===== config.mk =====
export PLATFORM = sky130hd
export DESIGN_NAME = bram_write_arbiter_flat
export DESIGN_NICKNAME = d
export VERILOG_FILES = /design/src/rtl/bram_write_arbiter_if.sv /design/src/rtl/bram_write_arbiter.sv /design/src/flat_wrapper.sv
export SDC_FILE = /design/constraint.sdc
export NUM_CORES = 1
export LEC_CHECK = 0
export CAP_MARGIN = 10
export CORE_AREA = 2 2 516 518
export DETAILED_ROUTE_END_ITERATION = 12
export DIE_AREA = 0 0 518 520
export GPL_ROUTABILITY_DRIVEN = 0
export HOLD_SLACK_MARGIN = 0.08
export PLACE_DENSITY_LB_ADDON = 0.3
export SYNTH_ARGS = -nofsm -noshare
export SYNTH_HDL_FRONTEND = slang
export SYNTH_SLANG_ARGS = --single-unit

===== constraint.sdc =====
create_clock -name clk -period 2.1 [get_ports clk]
set_input_delay 0.42 -clock clk [delete_from_list [all_inputs] [get_ports clk]]
set_output_delay 0.42 -clock clk [all_outputs]
set_load 0.005 [all_outputs]

===== src/rtl/bram_write_arbiter_if.sv =====
// Bus bundle between the tile producers and the shared BRAM write port.
// The master drives requests and data; the slave is the arbiter.
interface bram_write_arbiter_if #(
  parameter int NUM_REQ    = 4,
  parameter int DATA_WIDTH = 256,
  parameter int ADDR_WIDTH = 11
);
  logic [NUM_REQ-1:0]            req;
  logic [NUM_REQ*DATA_WIDTH-1:0] wr_data;
  logic                          reset_addr_counter;
  logic [NUM_REQ-1:0]            grant;
  logic [NUM_REQ-1:0]            done;
  logic [ADDR_WIDTH-1:0]         bram_addr;
  logic [DATA_WIDTH-1:0]         bram_din;
  logic                          bram_we;
  logic                          busy;

  modport master (
    output req, wr_data, reset_addr_counter,
    input  grant, done, bram_addr, bram_din, bram_we, busy
  );

  modport slave (
    input  req, wr_data, reset_addr_counter,
    output grant, done, bram_addr, bram_din, bram_we, busy
  );
endinterface


===== src/rtl/bram_write_arbiter.sv =====
// Shares one BRAM write port among NUM_REQ tile producers; tiles land contiguously in grant order.
// Round-robin by default; define WR_ARB_FIXED_PRIO_EN for fixed lowest-index-wins priority.
module bram_write_arbiter #(
  parameter int NUM_REQ             = 4,
  parameter int NUM_WRITES_PER_TILE = 2,
  parameter int ADDR_WIDTH          = 11,
  parameter int DATA_WIDTH          = 256,
  parameter int TILE_PTR_WIDTH      = 9
) (
  input logic                 clk,
  input logic                 rst_n,
  bram_write_arbiter_if.slave bus
);
  localparam int IDX_W = (NUM_REQ > 1) ? $clog2(NUM_REQ) : 1;
  localparam int OFF_W = (NUM_WRITES_PER_TILE > 1) ? $clog2(NUM_WRITES_PER_TILE) : 1;
  localparam logic [OFF_W-1:0] LAST_OFF = OFF_W'(NUM_WRITES_PER_TILE - 1);

  typedef enum logic [1:0] {
    ST_IDLE    = 2'd0,
    ST_WRITING = 2'd1,
    ST_DONE    = 2'd2
  } state_t;

  state_t                state_r, state_s;
  logic [IDX_W-1:0]      owner_r, owner_s;
  logic [ADDR_WIDTH-1:0] tile_base_r, tile_base_s;
  logic [OFF_W-1:0]      write_offset_r, write_offset_s;
  logic [TILE_PTR_WIDTH-1:0] tile_ptr_r, tile_ptr_s;

  logic                  found_s;
  logic [IDX_W-1:0]      win_s;

  logic [NUM_REQ-1:0]    grant_r, grant_s;
  logic [NUM_REQ-1:0]    done_r, done_s;
  logic                  bram_we_r, bram_we_s;
  logic [ADDR_WIDTH-1:0] bram_addr_r, bram_addr_s;
  logic                  busy_r, busy_s;
  logic [DATA_WIDTH-1:0] bram_din_s;

  function automatic logic [NUM_REQ-1:0] onehot(input logic [IDX_W-1:0] idx);
    logic [NUM_REQ-1:0] vec;
    vec = {NUM_REQ{1'b0}};
    for (int i = 0; i < NUM_REQ; i++) begin
      vec[i] = (IDX_W'(i) == idx);
    end
    return vec;
  endfunction

`ifdef WR_ARB_FIXED_PRIO_EN
  // Fixed priority: scanning downwards leaves the lowest set index as winner.
  always_comb begin
    found_s = 1'b0;
    win_s   = {IDX_W{1'b0}};
    for (int i = NUM_REQ - 1; i >= 0; i--) begin
      found_s = found_s | bus.req[IDX_W'(i)];
      win_s   = bus.req[IDX_W'(i)] ? IDX_W'(i) : win_s;
    end
  end
`else
  logic [IDX_W-1:0] rr_last_r, rr_last_s;

  // Round-robin: scan offsets high to low so the nearest one after rr_last wins.
  always_comb begin
    found_s = 1'b0;
    win_s   = {IDX_W{1'b0}};
    for (int i = NUM_REQ; i >= 1; i--) begin
      found_s = found_s | bus.req[IDX_W'((int'(rr_last_r) + i) % NUM_REQ)];
      win_s   = bus.req[IDX_W'((int'(rr_last_r) + i) % NUM_REQ)]
              ? IDX_W'((int'(rr_last_r) + i) % NUM_REQ) : win_s;
    end
  end

  // Last owner advances only once its tile is finished.
  always_comb begin
    rr_last_s = (state_r == ST_DONE) ? owner_r : rr_last_r;
  end

  // Round-robin pointer register; reset gives requester 0 first priority.
  always_ff @(posedge clk or negedge rst_n) begin
    if (!rst_n) begin
      rr_last_r <= IDX_W'(NUM_REQ - 1);
    end else begin
      rr_last_r <= rr_last_s;
    end
  end
`endif

  // Next-state and tile bookkeeping.
  always_comb begin
    state_s        = state_r;
    owner_s        = owner_r;
    tile_base_s    = tile_base_r;
    write_offset_s = write_offset_r;
    tile_ptr_s     = tile_ptr_r;
    case (state_r)
      ST_IDLE: begin
        if (found_s) begin
          state_s        = ST_WRITING;
          owner_s        = win_s;
          tile_base_s    = ADDR_WIDTH'(tile_ptr_r) * ADDR_WIDTH'(NUM_WRITES_PER_TILE);
          write_offset_s = {OFF_W{1'b0}};
        end else begin
          state_s = ST_IDLE;
        end
      end
      ST_WRITING: begin
        if (write_offset_r == LAST_OFF) begin
          state_s        = ST_DONE;
          write_offset_s = {OFF_W{1'b0}};
        end else begin
          write_offset_s = write_offset_r + OFF_W'(1'b1);
        end
      end
      ST_DONE: begin
        state_s    = ST_IDLE;
        tile_ptr_s = tile_ptr_r + TILE_PTR_WIDTH'(1'b1);
      end
      default: begin
        state_s        = ST_IDLE;
        write_offset_s = {OFF_W{1'b0}};
      end
    endcase
    // A pointer clear wins over the end-of-tile increment.
    tile_ptr_s = bus.reset_addr_counter ? {TILE_PTR_WIDTH{1'b0}} : tile_ptr_s;
  end

  // Port controls for the coming cycle, decoded from the next state only.
  always_comb begin
    grant_s     = {NUM_REQ{1'b0}};
    done_s      = {NUM_REQ{1'b0}};
    bram_we_s   = 1'b0;
    bram_addr_s = {ADDR_WIDTH{1'b0}};
    busy_s      = (state_s != ST_IDLE);
    case (state_s)
      ST_WRITING: begin
        grant_s     = onehot(owner_s);
        bram_we_s   = 1'b1;
        bram_addr_s = tile_base_s + ADDR_WIDTH'(write_offset_s);
      end
      ST_DONE: begin
        grant_s = onehot(owner_s);
        done_s  = onehot(owner_s);
      end
      default: begin
        bram_we_s = 1'b0;
      end
    endcase
  end

  // FSM and tile bookkeeping registers.
  always_ff @(posedge clk or negedge rst_n) begin
    if (!rst_n) begin
      state_r        <= ST_IDLE;
      owner_r        <= {IDX_W{1'b0}};
      tile_base_r    <= {ADDR_WIDTH{1'b0}};
      write_offset_r <= {OFF_W{1'b0}};
      tile_ptr_r     <= {TILE_PTR_WIDTH{1'b0}};
    end else begin
      state_r        <= state_s;
      owner_r        <= owner_s;
      tile_base_r    <= tile_base_s;
      write_offset_r <= write_offset_s;
      tile_ptr_r     <= tile_ptr_s;
    end
  end

  // Output registers; async reset drops an in-flight tile without a done pulse.
  always_ff @(posedge clk or negedge rst_n) begin
    if (!rst_n) begin
      grant_r     <= {NUM_REQ{1'b0}};
      done_r      <= {NUM_REQ{1'b0}};
      bram_we_r   <= 1'b0;
      bram_addr_r <= {ADDR_WIDTH{1'b0}};
      busy_r      <= 1'b0;
    end else begin
      grant_r     <= grant_s;
      done_r      <= done_s;
      bram_we_r   <= bram_we_s;
      bram_addr_r <= bram_addr_s;
      busy_r      <= busy_s;
    end
  end

  // Write data passes straight through from the owner so word k meets offset k.
  always_comb begin
    bram_din_s = {DATA_WIDTH{1'b0}};
    for (int i = 0; i < NUM_REQ; i++) begin
      bram_din_s = (bram_we_r && (owner_r == IDX_W'(i)))
                 ? bus.wr_data[i*DATA_WIDTH +: DATA_WIDTH] : bram_din_s;
    end
  end

  assign bus.grant     = grant_r;
  assign bus.done      = done_r;
  assign bus.bram_we   = bram_we_r;
  assign bus.bram_addr = bram_addr_r;
  assign bus.bram_din  = bram_din_s;
  assign bus.busy      = busy_r;
endmodule


===== src/flat_wrapper.sv =====
// flat-port wrapper written by rule: the top's interface ports become plain ports
module bram_write_arbiter_flat 
#(
  parameter int NUM_REQ             = 4,
  parameter int NUM_WRITES_PER_TILE = 2,
  parameter int ADDR_WIDTH          = 11,
  parameter int DATA_WIDTH          = 256,
  parameter int TILE_PTR_WIDTH      = 9
)
  (clk, rst_n, bus_req, bus_wr_data, bus_reset_addr_counter, bus_grant, bus_done, bus_bram_addr, bus_bram_din, bus_bram_we, bus_busy);
  bram_write_arbiter_if #(.NUM_REQ(NUM_REQ), .DATA_WIDTH(DATA_WIDTH), .ADDR_WIDTH(ADDR_WIDTH)) bus_i ();
  input logic clk;
  input logic rst_n;
  input wire logic [$bits(bus_i.req)-1:0] bus_req;
  input wire logic [$bits(bus_i.wr_data)-1:0] bus_wr_data;
  input wire logic [$bits(bus_i.reset_addr_counter)-1:0] bus_reset_addr_counter;
  output wire logic [$bits(bus_i.grant)-1:0] bus_grant;
  output wire logic [$bits(bus_i.done)-1:0] bus_done;
  output wire logic [$bits(bus_i.bram_addr)-1:0] bus_bram_addr;
  output wire logic [$bits(bus_i.bram_din)-1:0] bus_bram_din;
  output wire logic [$bits(bus_i.bram_we)-1:0] bus_bram_we;
  output wire logic [$bits(bus_i.busy)-1:0] bus_busy;
  assign bus_i.req = bus_req;
  assign bus_i.wr_data = bus_wr_data;
  assign bus_i.reset_addr_counter = bus_reset_addr_counter;
  assign bus_grant = bus_i.grant;
  assign bus_done = bus_i.done;
  assign bus_bram_addr = bus_i.bram_addr;
  assign bus_bram_din = bus_i.bram_din;
  assign bus_bram_we = bus_i.bram_we;
  assign bus_busy = bus_i.busy;
  bram_write_arbiter #(.NUM_REQ(NUM_REQ), .NUM_WRITES_PER_TILE(NUM_WRITES_PER_TILE), .ADDR_WIDTH(ADDR_WIDTH), .DATA_WIDTH(DATA_WIDTH), .TILE_PTR_WIDTH(TILE_PTR_WIDTH)) u_core (.clk(clk), .rst_n(rst_n), .bus(bus_i));
endmodule

==> flow_metrics.env <==
export IMPL_grt_use_total_pct=17.3
export IMPL_placementRows=189
export IMPL_start_util_pct=3.83
export IMPL_synthAdderAreaFrac_pct=0.743
export IMPL_wl_per_cell_microns=40.1
export IMPL_final_net_count=3394
export IMPL_die_h_microns=520
export IMPL_synth_area_leader_cell="mux4_2"
export IMPL_pin_count=1308
export IMPL_ys_ff_latch=48
export IMPL_antenna_found_initial=421
export IMPL_utilization_pct=12.4
export IMPL_place_worst_setup_slack_ns=-0.905
export IMPL_r2r_end="u_core.bus.bram_addr[7]$_DFF_PN0_"
export IMPL_area_growth_pct=224
export IMPL_timing_rr_start="u_core.state_r[1]$_DFF_PN0_"
export IMPL_status="complete, but fails checks"
export IMPL_crit_slowest_cell="dfrtp_4"
export IMPL_dr_first_iter_drc_count=1317
export IMPL_root_buffer="clkbuf_16"
export IMPL_rsz0062_at_grt="yes"
export IMPL_hold_class="primary input to asynchronous set/reset pin"
export IMPL_synth_compound_area_share_pct=3.01
export IMPL_leakage_nw=11.8
export IMPL_p_comb_share_pct=93.8
export IMPL_ys_types=48
export IMPL_cp_arrival_ns=2.43
export IMPL_via_count=17550
export IMPL_stdcell_area_sq_mm=0.0327
export IMPL_fin_crit_sh_pct=135
export IMPL_critPathKind="flip-flop to primary output"
export IMPL_drive_gt1_share_pct=46.7
export IMPL_grt_pass1_wl_microns=282000
export IMPL_wl_met2_microns=106000
export IMPL_dpl_cell_area_sq_mm=0.0282
export IMPL_setup_viol=258
export IMPL_clk_path_buf_depth=2
export IMPL_dr_pass1_iters=5
export IMPL_synthTopCellsByArea="mux4_2, and2_1, dfrtp_1"
export IMPL_clock_sinks=48
export IMPL_switching_share_pct=41.2
export IMPL_insertion_delay_ns=0.30
export IMPL_finalWorstSetupSlack_ns=-0.745
export IMPL_yosysTopAreaCellShare_pct=57.1
export IMPL_synthCells=829
export IMPL_ir_drop_mv=0.476
export IMPL_tightest_slew_ns=0.556
export IMPL_ys_seq_area_share_pct=11.9
export IMPL_seq_power_share_pct=3.5
export IMPL_syn_nets=1866
export IMPL_synth_commonest_cells="and2_1, mux4_2, clkbuf_1"
export IMPL_wirelength_microns=242000
export IMPL_die_area_sq_mm=0.269
export IMPL_grt_max_degree=75
export IMPL_crit_fanout=7
export IMPL_fmax_mhz=351
export IMPL_skew_ns=0.00859
export IMPL_async_flop_share_pct=100
export IMPL_dpl_hpwl_microns=223000
export IMPL_numCtsBuffers=5
export IMPL_yosysMostFrequentCell="and2_1"
export IMPL_path_cells="buf_12 > buf_16 > buf_16 > buf_12 > buf_12 > buf_8 > mux4_2 > and2_4 > buf_6"
export IMPL_drc=0
export IMPL_synthXorXnorAreaFrac_pct=0.693
export IMPL_worst_setup_path_end_kind="primary output"
export IMPL_synth_edff_count=0
export IMPL_grt_pass1_vias=17038
export IMPL_power_frac_clock_pct=2.7
export IMPL_synth_top_family_by_area="multiplexers"
export IMPL_port_buffers=1307
export IMPL_maxSlewViolCount=0
export IMPL_power_density_mw_per_mm2=1140
export IMPL_hold_viol_final=0
export IMPL_hold_buffers=0
export IMPL_highest_layer="met5"
export IMPL_syn_area_sq_mm=0.0101
export IMPL_met1_length_microns=88100
export IMPL_violations="negative setup slack"
export IMPL_die_w_microns=518
export IMPL_path_buf_inv=7
export IMPL_cap_violations=0
export IMPL_r2r_setup_slack_ns=-0.09
export IMPL_viasPerCell=2.91
export IMPL_critPathRequiredTime_ns=1.68
export IMPL_synth_avg_cell_area_sq_um=12.2
export IMPL_tritoncts="built"
export IMPL_period_needed_ns=2.85
export IMPL_worstSetupStartpointType="flip-flop"
export IMPL_p_switching_mw=15.4
export IMPL_holdWs_ns=0.0940
export IMPL_yosysWarnings=0
export IMPL_max_slew_margin_rel_pct=62.9
export IMPL_muxShareOfSynthArea_pct=57.9
export IMPL_slowest_delay_ns=0.51
export IMPL_setup_tns_final_ns=-142.12
export IMPL_wl_met3_microns=38400
export IMPL_core_area_sq_mm=0.264
export IMPL_antenna_left=0
export IMPL_cp_common_cell="buf_12"
export IMPL_reg2reg_depth=7
export IMPL_p_int_mw=21.9
export IMPL_critPathTopFamily="buffers and inverters"
export IMPL_overflow=0
export IMPL_synthFlopType="dfrtp_1"
export IMPL_clkTransAtPathRegs_ns=0.07
export IMPL_yosys_area_share_simple_pct=21.4
export IMPL_h_tree_depth=2
==> final cells by class <==
class,count,area [sq um]
clock inverters,1,30.0
flip-flops and latches,48,1210
fillers,30068,231000
well taps,3533,4420
multi-input cells,678,9150
diodes,146,365
repair buffers,1616,17300
clock buffers,7,153
inverters,8,37.5
==> cell usage in the layout (no fill, tap or decap), types with 36 or more instances in the layout <==
cell type and n:
buf_8 38, mux4_2 256, buf_2 36, and2_4 223, diode_2 146, dfrtp_1 43, buf_6 310, buf_12 60
clkdlybuf4s50_1 1037, and2_1 38, buf_4 98
==> state kept, by name, summed over array words and instances (netlist names) <==
register,cells
u_core.bus.bram_addr,11
u_core.bus.bram_we,1
u_core.bus.busy,1
u_core.bus.done,4
u_core.bus.grant,4
u_core.owner_r,2
u_core.rr_last_r,2
u_core.state_r,2
u_core.tile_base_r,11
u_core.tile_ptr_r,9
u_core.write_offset_r,1
==> routing by layer <==
metal | up-vias | global-route usage [%]
met5 | - | 1.42
met4 | 250 | 3.44
met3 | 696 | 11.8
met2 | 1660 | 27.3
met1 | 8358 | 19.1
li1 | 6586 | -
==> stage by stage <==
stage / total power [mW] / std cells
6_report: 37.3 / 6037
2_1_floorplan: 11.3 / 829
4_1_cts: 37.0 / 5885
3_5_place_dp: 27.3 / 5677
5_1_grt: 38.9 / 5948
3_3_place_gp: 27.4 / 5677
==> cell families (layout without fill, tap and decap cells) <==
logic type / Yosys count / count (layout)
simple gates: 355 / 355
mux: 264 / 264
buf+inv: 103 / 1632
flops: 48 / 48
compound gates: 45 / 45
xor+xnor: 8 / 8
fa+ha+maj: 6 / 6
other cells: 0 / 146
==> what timing repair did <==
item | CTS | global route
resized for setup | 1284 | 182
setup buffers | 181 | 35
pin swaps | 82 | 26
setup endpoints to repair | 280 | 267
cloned | 24 | 0
==> power by group through the flow <==
| stage | clock network (mW) | registers, mW | logic (mW) |
|---|---|---|---|
| final | 1.01 | 1.31 | 35.0 |
| after global routing | 1.07 | 1.33 | 36.5 |
| after CTS | 1.03 | 1.31 | 34.6 |
| after detailed placement | 0 | 1.37 | 26.0 |
| after global placement | 0 | 1.36 | 26.0 |
| after floorplan | 0 | 1.21 | 10.1 |
==> how the worst max path moves through the flow <==
stage / end / cells past startpoint / from
after floorplan: u_core.bus.bram_addr[9]$_DFF_PN0_ / 9 / bus_req[0]
after global placement: u_core.bus.bram_addr[10]$_DFF_PN0_ / 12 / bus_req[0]
after detailed placement: u_core.bus.bram_addr[10]$_DFF_PN0_ / 12 / bus_req[0]
after CTS: bus_bram_din[93] / 8 / u_core.owner_r[0]$_DFF_PN0_
after global routing: bus_bram_din[78] / 9 / u_core.owner_r[0]$_DFF_PN0_
final: bus_bram_din[81] / 9 / u_core.owner_r[0]$_DFF_PN0_
Note: power is estimated with default switching activity, not from simulation.
==> patch: new RTL, same settings <==
Build with the macro `WR_ARB_FIXED_PRIO_EN` defined.
--- a/src/rtl/bram_write_arbiter.sv
+++ b/src/rtl/bram_write_arbiter.sv
@@ -1,5 +1,7 @@
 // Shares one BRAM write port among NUM_REQ tile producers; tiles land contiguously in grant order.
 // Round-robin by default; define WR_ARB_FIXED_PRIO_EN for fixed lowest-index-wins priority.
+`define WR_ARB_FIXED_PRIO_EN
+
 module bram_write_arbiter #(
   parameter int NUM_REQ             = 4,
   parameter int NUM_WRITES_PER_TILE = 2,
Function: not settled (the Yosys comparison gave no result); the edit may change what the design does.
==> patch against the original RTL <==
The run still ends with setup timing left. Cell area decreased by 3.9%. Largest cell class unchanged. Sequential cell count decreased by 2. Setup slack improved by 0.13 ns. Area after synthesis decreased by 3.1%. Synthesized cell count decreased by 5.8%. Highest routed layer unchanged. Fmax increased by 4.9%. Sequential share of layout area about the same. Routed wire length increased by 1.9%. Global-route usage increased by 0.29 points.
Power is left out: it rests on default switching activity, and per cell area and clock period it moved more than threefold.
==> patch: results (changes against the original RTL) <==
[global_route]
grt_pass1_vias=16330  ; -4.2%
antenna_found_initial=452  ; +7.4%
grt_pass1_wl_um=284500  ; +0.70%
grt_max_degree=52  ; -31%

[finish]
nets=3277  ; -3.4%
nFillCells=30190  ; +0.41%

[placed_design]
dp_hpwl_um=230900  ; +3.6%
portBuffers=1304  ; -0.23%
place_ws_ns=-0.7280  ; +0.1772 ns
placed_area_um2=27820  ; -1.5%
dp_cells=5635  ; -0.74%

[timing]
worst_slack_ns=-0.6123  ; +0.1331 ns
whs_ns=0.5070  ; +0.4130 ns
setup_tns_ns=-117.29  ; +24.83 ns
slew_headroom=0.5827  ; -0.04648
skew_ns=0.007128  ; -0.001458 ns
setup_viol=256  ; -0.78%

[run_status]
status=finished with violations
violations=setup timing

[yosys]
synth_fa_ha_area_frac=0.007665  ; +0.0002345
synthTopCellsByCount=259 x and2_1, 256 x mux4_2, 46 x dfrtp_1, 43 x clkbuf_1, 32 x buf_2
yosysWarnings=0  ; unchanged
synthTopCellsByArea=mux4_2 59%, and2_1 17%, dfrtp_1 12%
synth.distinct_cells=51  ; +6.3%
yosys.area_share.xor_xnor=0.007154  ; +0.0002188
syn-num-nets=1818  ; -2.6%
synth-compound-area-share=0.02108  ; -0.009015
synth.area.mux_share=0.5964  ; +0.01750
yosysSeqAreaShare=0.1175  ; -0.001606
avgSynthCellArea_um2=12.54  ; +2.9%

[setup_path]
arrival_ns=2.29  ; -0.14 ns
r2r_end=u_core.bus.bram_addr[10]
cp_max_fo=6  ; -1
r2r-start=u_core.state_r[1]

[drt]
drt-vias-per-instance=2.887  ; -0.70%
drtIter0Drc=1348  ; +2.4%
dr.pass1.iters=5  ; unchanged

[worst_hold_path]
hp-class=reg2reg

## patch: logic make-up after synthesis
group	count (synthesis)
AOI/OAI and AO/OA	32
adders and majority gates	6
and+or+nand+nor	324
xor gates and xnor gates	8
muxes	263
DFF	46
buffers and inverters	102
## patch: layout make-up
class / instances / area (µm²) / area share
clock buffer: 6 / 128.9 / 0.004099
multi-input combinational: 633 / 8847 / 0.2814
timing repair buffer: 1544 / 16570 / 0.5271
clock inverter: 2 / 37.54 / 0.001194
sequential: 46 / 1164 / 0.03701
inverter: 10 / 37.54 / 0.001194
antenna: 93 / 232.7 / 0.007402
tap: 3533 / 4420 / 0.1406
## patch: timing repair
action                                 in CTS  in global routing
gates resized for setup                  1234                173
hold buffers                                1                  0
gates cloned                               12                  0
pin swaps                                 143                 18
setup endpoints to repair                 261                262
endpoints found under the hold margin      14                  0
setup buffers                             124                 24
## patch: worst max-delay path, stage by stage (launching register included)
cell     delay (ns)
dfrtp_4        0.48
buf_12         0.19
buf_12         0.16
buf_8          0.13
mux4_2         0.67
and2_4         0.22
buf_6          0.12
## patch: layer usage
| layer | GRT usage | vias to the layer above | wire (µm) |
|---|---|---|---|
| li1 | - | 6185 | - |
| met1 | 0.2009 | 8039 | 93940 |
| met2 | 0.2801 | 1794 | 108500 |
| met3 | 0.1081 | 682 | 34980 |
| met4 | 0.03254 | 236 | 7339 |
| met5 | 0.003861 | - | 1616 |
## patch: worst max path at each step
stage / endpoint / slack [ns] / cells after the start
detailed placement: bus_bram_din[47] / -0.73 / 4
CTS: bus_bram_din[4] / -0.66 / 6
floorplan: bus_bram_din[100] / 0.009 / 5
global route: bus_bram_din[52] / -0.67 / 6
finish: bus_bram_din[53] / -0.61 / 6
global placement: bus_bram_din[212] / -0.74 / 4
